### src/rtl/grf_scoreboard_pkg.sv
// grf_pkg: shared defaults, counter-max helper and counter type
// for the scoreboarded general-purpose register file.
package grf_pkg;

  localparam int GRF_DATA_W = 32;
  localparam int GRF_ADDR_W = 5;
  localparam int GRF_CNT_W  = 2;

  function automatic int grf_cnt_max(input int w);
    return (1 << w) - 1;
  endfunction

  localparam int GRF_CNT_MAX = grf_cnt_max(GRF_CNT_W);

  typedef logic [GRF_CNT_W-1:0] grf_cnt_t;

endpackage

### src/rtl/grf_scoreboard_if.sv
// grf_scoreboard_if: decode-side bundle (reads, issue, writeback,
// flush, error). master = decode/WB side, slave = register file.
interface grf_scoreboard_if
  import grf_pkg::*;
#(
  parameter int DATA_W = GRF_DATA_W,
  parameter int ADDR_W = GRF_ADDR_W,
  parameter int NRD    = 2
);

  logic [NRD*ADDR_W-1:0] in_raddr;
  logic [NRD*DATA_W-1:0] out_rdata;
  logic [NRD-1:0]        out_rbusy;
  logic                  in_issue;
  logic [ADDR_W-1:0]     in_issue_addr;
  logic                  out_issue_stall;
  logic                  in_we;
  logic [ADDR_W-1:0]     in_waddr;
  logic [DATA_W-1:0]     in_wdata;
  logic                  in_flush;
  logic                  out_sb_err;

  modport master (
    output in_raddr, in_issue, in_issue_addr,
    output in_we, in_waddr, in_wdata, in_flush,
    input  out_rdata, out_rbusy,
    input  out_issue_stall, out_sb_err
  );

  modport slave (
    input  in_raddr, in_issue, in_issue_addr,
    input  in_we, in_waddr, in_wdata, in_flush,
    output out_rdata, out_rbusy,
    output out_issue_stall, out_sb_err
  );

endinterface

### src/rtl/grf_scoreboard_pend_ctr.sv
// grf_pend_ctr: per-register in-flight write counter.
// Ports: clk, reset, inc_i, dec_i, flush_i -> cnt_o, sat_o.
module grf_pend_ctr
  import grf_pkg::*;
#(
  parameter int CNT_W = GRF_CNT_W
) (
  input  logic             clk,
  input  logic             reset,
  input  logic             inc_i,
  input  logic             dec_i,
  input  logic             flush_i,
  output logic [CNT_W-1:0] cnt_o,
  output logic             sat_o
);

  localparam int MAX = grf_cnt_max(CNT_W);

  logic [CNT_W-1:0] cnt_q;
  logic [CNT_W-1:0] cnt_d;

  always_comb begin
    cnt_d = cnt_q;
    unique case (1'b1)
      flush_i:
        cnt_d = '0;
      !flush_i && inc_i && !dec_i:
        cnt_d = cnt_q + CNT_W'(1);
      !flush_i && dec_i && !inc_i:
        cnt_d = cnt_q - CNT_W'(1);
      default: ;
    endcase
  end

  always_ff @(posedge clk or posedge reset) begin
    if (reset) cnt_q <= '0;
    else       cnt_q <= cnt_d;
  end

  assign cnt_o = cnt_q;
  assign sat_o = (cnt_q == CNT_W'(MAX));

endmodule

### src/rtl/grf_scoreboard.sv
// grf_scoreboard: parametrised GRF with per-register pending-write
// scoreboard, NRD comb read ports, issue stall, flush, sticky error.
// Ports: clk, reset (async, high), bus (grf_scoreboard_if.slave).
// Option: GRF_FWD_EN enables same-cycle writeback forwarding.
module grf_scoreboard
  import grf_pkg::*;
#(
  parameter int DATA_W = GRF_DATA_W,
  parameter int ADDR_W = GRF_ADDR_W,
  parameter int NRD    = 2,
  parameter int CNT_W  = GRF_CNT_W
) (
  input  logic             clk,
  input  logic             reset,
  grf_scoreboard_if.slave  bus
);

  localparam int DEPTH = 1 << ADDR_W;

  logic [DATA_W-1:0] grf_q [DEPTH];
  logic [CNT_W-1:0]  cnt   [DEPTH];
  logic [DEPTH-1:0]  sat;
  logic [DEPTH-1:0]  inc;
  logic [DEPTH-1:0]  dec;

  logic wr_en;
  logic same_wb;
  logic stall;
  logic sb_err_q;
  logic sb_err_d;

  logic [DATA_W-1:0] rd_d [NRD];
  logic              rd_b [NRD];
  logic [NRD*DATA_W-1:0] rdata;
  logic [NRD-1:0]        rbusy;

  assign wr_en = bus.in_we && (bus.in_waddr != '0);

  // a retiring write to the saturated target frees a slot this cycle
  assign same_wb = wr_en
                && (bus.in_waddr == bus.in_issue_addr)
                && (cnt[bus.in_waddr] != '0);

  assign stall = bus.in_issue
              && (bus.in_issue_addr != '0)
              && sat[bus.in_issue_addr]
              && !same_wb;

  for (genvar r = 0; r < DEPTH; r++) begin : g_ctr
    if (r == 0) begin : g_zero
      assign inc[r] = 1'b0;
      assign dec[r] = 1'b0;
    end else begin : g_reg
      assign inc[r] = bus.in_issue
                   && (bus.in_issue_addr == ADDR_W'(r))
                   && !stall;
      assign dec[r] = wr_en
                   && (bus.in_waddr == ADDR_W'(r))
                   && (cnt[r] != '0);
    end
    grf_pend_ctr #(.CNT_W(CNT_W)) u_ctr (
      .clk     (clk),
      .reset   (reset),
      .inc_i   (inc[r]),
      .dec_i   (dec[r]),
      .flush_i (bus.in_flush),
      .cnt_o   (cnt[r]),
      .sat_o   (sat[r])
    );
  end

  always_ff @(posedge clk or posedge reset) begin
    if (reset) begin
      for (int i = 0; i < DEPTH; i++) grf_q[i] <= '0;
    end else if (wr_en) begin
      grf_q[bus.in_waddr] <= bus.in_wdata;
    end
  end

  assign sb_err_d = sb_err_q
                 || (wr_en && (cnt[bus.in_waddr] == '0));

  always_ff @(posedge clk or posedge reset) begin
    if (reset) sb_err_q <= 1'b0;
    else       sb_err_q <= sb_err_d;
  end

  for (genvar k = 0; k < NRD; k++) begin : g_rd
    logic [ADDR_W-1:0] ra;
    logic              busy;
    assign ra   = bus.in_raddr[k*ADDR_W +: ADDR_W];
    assign busy = (cnt[ra] != '0);
`ifdef GRF_FWD_EN
    logic hit;
    logic last;
    assign hit  = !reset && wr_en && (bus.in_waddr == ra);
    // retiring write is the only one left unless re-issued now
    assign last = (cnt[ra] == CNT_W'(1))
               && !(bus.in_issue && (bus.in_issue_addr == ra));
    assign rd_d[k] = hit ? bus.in_wdata : grf_q[ra];
    assign rd_b[k] = busy && !(hit && last);
`else
    assign rd_d[k] = grf_q[ra];
    assign rd_b[k] = busy;
`endif
  end

  always_comb begin
    rdata = '0;
    rbusy = '0;
    for (int k = 0; k < NRD; k++) begin
      rdata[k*DATA_W +: DATA_W] = rd_d[k];
      rbusy[k]                  = rd_b[k];
    end
  end

  assign bus.out_rdata       = rdata;
  assign bus.out_rbusy       = rbusy;
  assign bus.out_issue_stall = stall;
  assign bus.out_sb_err      = sb_err_q;

endmodule
### src/flat_wrapper.sv
// flat-port wrapper written by rule: the top's interface ports become plain ports
module grf_scoreboard_flat import grf_pkg::*;
#(
  parameter int DATA_W = GRF_DATA_W,
  parameter int ADDR_W = GRF_ADDR_W,
  parameter int NRD    = 2,
  parameter int CNT_W  = GRF_CNT_W
)
  (clk, reset, bus_in_raddr, bus_in_issue, bus_in_issue_addr, bus_in_we, bus_in_waddr, bus_in_wdata, bus_in_flush, bus_out_rdata, bus_out_rbusy, bus_out_issue_stall, bus_out_sb_err);
  grf_scoreboard_if #(.DATA_W(DATA_W), .ADDR_W(ADDR_W), .NRD(NRD)) bus_i ();
  input  logic clk;
  input  logic reset;
  input wire logic [$bits(bus_i.in_raddr)-1:0] bus_in_raddr;
  input wire logic [$bits(bus_i.in_issue)-1:0] bus_in_issue;
  input wire logic [$bits(bus_i.in_issue_addr)-1:0] bus_in_issue_addr;
  input wire logic [$bits(bus_i.in_we)-1:0] bus_in_we;
  input wire logic [$bits(bus_i.in_waddr)-1:0] bus_in_waddr;
  input wire logic [$bits(bus_i.in_wdata)-1:0] bus_in_wdata;
  input wire logic [$bits(bus_i.in_flush)-1:0] bus_in_flush;
  output wire logic [$bits(bus_i.out_rdata)-1:0] bus_out_rdata;
  output wire logic [$bits(bus_i.out_rbusy)-1:0] bus_out_rbusy;
  output wire logic [$bits(bus_i.out_issue_stall)-1:0] bus_out_issue_stall;
  output wire logic [$bits(bus_i.out_sb_err)-1:0] bus_out_sb_err;
  assign bus_i.in_raddr = bus_in_raddr;
  assign bus_i.in_issue = bus_in_issue;
  assign bus_i.in_issue_addr = bus_in_issue_addr;
  assign bus_i.in_we = bus_in_we;
  assign bus_i.in_waddr = bus_in_waddr;
  assign bus_i.in_wdata = bus_in_wdata;
  assign bus_i.in_flush = bus_in_flush;
  assign bus_out_rdata = bus_i.out_rdata;
  assign bus_out_rbusy = bus_i.out_rbusy;
  assign bus_out_issue_stall = bus_i.out_issue_stall;
  assign bus_out_sb_err = bus_i.out_sb_err;
  grf_scoreboard #(.DATA_W(DATA_W), .ADDR_W(ADDR_W), .NRD(NRD), .CNT_W(CNT_W)) u_core (.clk(clk), .reset(reset), .bus(bus_i));
endmodule
### config.mk
export PLATFORM = sky130hd
export DESIGN_NAME = grf_scoreboard_flat
export DESIGN_NICKNAME = d
export VERILOG_FILES = /design/src/rtl/grf_scoreboard_pkg.sv /design/src/rtl/grf_scoreboard_if.sv /design/src/rtl/grf_scoreboard_pend_ctr.sv /design/src/rtl/grf_scoreboard.sv /design/src/flat_wrapper.sv
export SDC_FILE = /design/constraint.sdc
export NUM_CORES = 2
export LEC_CHECK = 0
export BUFFER_PORTS_ARGS = -buffer_cell sky130_fd_sc_hd__buf_2
export CAP_MARGIN = 10
export CORE_UTILIZATION = 40
export CTS_BUF_LIST = sky130_fd_sc_hd__clkbuf_8
export DETAILED_ROUTE_END_ITERATION = 10
export GPL_ROUTABILITY_DRIVEN = 0
export PLACE_DENSITY = 0.53
export SLEW_MARGIN = 10
export SYNTH_ARGS = -nofsm -noshare
export SYNTH_HDL_FRONTEND = slang
export SYNTH_HIERARCHICAL = 1
export SYNTH_SLANG_ARGS = --single-unit
### constraint.sdc
create_clock -name clk -period 88.1 [get_ports clk]
set_input_delay 13.215 -clock clk [delete_from_list [all_inputs] [get_ports clk]]
set_output_delay 13.215 -clock clk [all_outputs]
set_load 0.02 [all_outputs]
==> results.sh <==
export IMPL_path_max_fanout=59
export IMPL_layout_drive_gt1_share=0.566
export IMPL_root_buffer="clkbuf_8"
export IMPL_area_growth_syn_to_layout_pct=10.4
export IMPL_critPathKind="in2out"
export IMPL_first_iter_violations=2336
export IMPL_grt_pass1_vias=37600
export IMPL_worstPathRequired_ns=74.88
export IMPL_placed_cell_area_um2=61800
export IMPL_met1_usage=0.340
export IMPL_p_clk_frac=0.340
export IMPL_fmax_ghz=0.0331
export IMPL_critPathMaxStageDelay_ns=0.77
export IMPL_r2r_start="u_core/g_ctr[4].u_ctr/cnt_o[0]"
export IMPL_outcome="completed"
export IMPL_wl_per_cell_um=30.4
export IMPL_crit_path_start_kind="input port"
export IMPL_period_share=0.343
export IMPL_die_h_um=388
export IMPL_mostFrequentLayoutCells="1089 x dfrtp_1, 1023 x mux2_2, 667 x mux4_2, 251 x clkbuf_8, 114 x buf_2"
export IMPL_gr_usage_met3=0.0377
export IMPL_worstHoldPathType="reg2reg"
export IMPL_path_buf_inv=4
export IMPL_slew_headroom=0.257
export IMPL_hold_violations=0
export IMPL_setup_viol=0
export IMPL_grt_use_met2=0.389
export IMPL_io_buffers=124
export IMPL_seq_area_um2=27300
export IMPL_drt_pass1_iterations=5
export IMPL_start_util=0.403
export IMPL_syn_area_per_cell_um2=15.6
export IMPL_slowest_stage="buf_4"
export IMPL_synth_warnings=6
export IMPL_post_cts_buffers=0
export IMPL_p_switching_w=0.000402
export IMPL_ctsLongestPathBuffers=3
export IMPL_tightestPinTransition_ns=1.11
export IMPL_p_leak_nw=28.2
export IMPL_ir_drop_uv=15.7
export IMPL_ctsResizeCount=0
export IMPL_cts_made_buffers=198
export IMPL_fin_crit_ns=30.18
export IMPL_overflow=0
export IMPL_grt_setup_unrepaired="no"
export IMPL_combPwrFrac=0.207
export IMPL_vias=35800
export IMPL_dieArea_um2=151000
export IMPL_clock_latency_ns=0.92
export IMPL_htree_num_levels=4
export IMPL_crit_family="buffers and inverters"
export IMPL_slew_viol_final=0
export IMPL_startpoint="bus_in_raddr[5]"
export IMPL_synth_cells=3811
export IMPL_fin_nets=3864
export IMPL_cts_tree="yes"
export IMPL_multi_input_area_um2=30700
export IMPL_setup_tns_ns=0
export IMPL_power_density_nw_per_um2=21.9
export IMPL_ant_nets=0
export IMPL_grt_use_total=0.242
export IMPL_grt_start_max_net_pins=167
export IMPL_rows=141
export IMPL_fillerInstances=13300
export IMPL_final_cell_area_um2=65800
export IMPL_routed_wl_um=179000
export IMPL_hpwl_um=96700
export IMPL_final_common_cell="dfrtp_1"
export IMPL_gr_max_usage_layer="met2"
export IMPL_end_kind="output pin"
export IMPL_preCtsSetupSlack_ns=57.82
export IMPL_antenna_found_initial=10
export IMPL_core_um2=148000
export IMPL_swShare=0.279
export IMPL_clock_skew_ns=0.0287
export IMPL_path_cells="buf_8 -> buf_4 -> buf_4 -> mux4_2 -> mux4_2 -> mux2_2 -> buf_2"
export IMPL_chipWidth_um=388
export IMPL_io_pins=125
export IMPL_p_int_w=0.00104
export IMPL_clkSlewWorstSetupHoldPaths_ns=0.06
export IMPL_grt_pass1_wl_um=267000
export IMPL_syn_cell_area_um2=59600
export IMPL_max_cap_viol_count=0
export IMPL_hold_buffers=0
export IMPL_hold_start="u_core/grf_q[997]"
export IMPL_pwr_share_seq=0.453
export IMPL_clkSinkCount=1089
export IMPL_via_per_inst=6.07
export IMPL_setup_slack_ns=57.92
export IMPL_drc=0
export IMPL_cp_arrival_ns=16.96
-- layout make-up --
type                            instances  area share
Sequential cell                      1089       0.414
Timing Repair Buffer                  197      0.0194
Clock inverter                         99     0.00884
Multi-Input combinational cell       2287       0.467
Inverter                               34     0.00205
Clock buffer                          251      0.0525
Antenna cell                            2   0.0000760
Tap cell                             1930      0.0367
-- per-layer routing --
metal | up-vias | routed length, µm
li1 | 14800 | -
met1 | 19800 | 80300
met2 | 892 | 86700
met3 | 272 | 7760
met4 | 10 | 4320
met5 | - | 67
-- registers in the layout, indices dropped and copies added, names as in the netlist --
register                  flops
u_core/grf_q               1024
u_core/bus.out_sb_err         1
u_core/g_ctr.u_ctr/cnt_o     64
-- power groups by stage --
stage                     combinational, W  clock, W  sequential [W]
after floorplan                   0.000241         0        0.000641
after global placement            0.000297         0        0.000658
after detailed placement          0.000301         0        0.000660
after CTS                         0.000302  0.000505        0.000652
after global routing              0.000319  0.000527        0.000667
final                             0.000299  0.000490        0.000653
-- metrics by stage --
| stage | total power, W | hold slack (ns) | util | instances |
|---|---|---|---|---|
| floorplan | 0.000882 | 0.441 | - | 3816 |
| global placement | 0.000955 | 0.377 | 0.418 | 5537 |
| detailed placement | 0.000962 | 0.382 | 0.418 | 5537 |
| CTS | 0.00146 | 0.396 | 0.445 | 5887 |
| global route | 0.00151 | 0.405 | 0.445 | 5888 |
| finish | 0.00144 | 0.393 | 0.445 | 5889 |
-- final timing paths --
check	to	slack [ns]	depth (start not counted)
max	bus_out_rdata[50]	57.92	7
min	u_core/grf_q[997]	0.39	0
max reg2reg	u_core/g_ctr[2].u_ctr/cnt_o[1]	84.67	10
min reg2reg	u_core/grf_q[997]	0.39	0
max in group asynchronous	u_core/grf_q[667]	72.89	5
min in group asynchronous	u_core/g_ctr[21].u_ctr/cnt_o[1]	12.49	3
-- worst reg2reg max path: cells and delay by family (launching register included) --
kind / cells / cell delay (ns)
buffers and inverters: 1 / 0.28
multiplexers: 2 / 0.74
flip-flops: 1 / 0.49
AND/OR/NAND/NOR: 3 / 0.66
AO/OA/AOI/OAI: 4 / 1.10
Note: power is estimated with default switching activity, not from simulation.
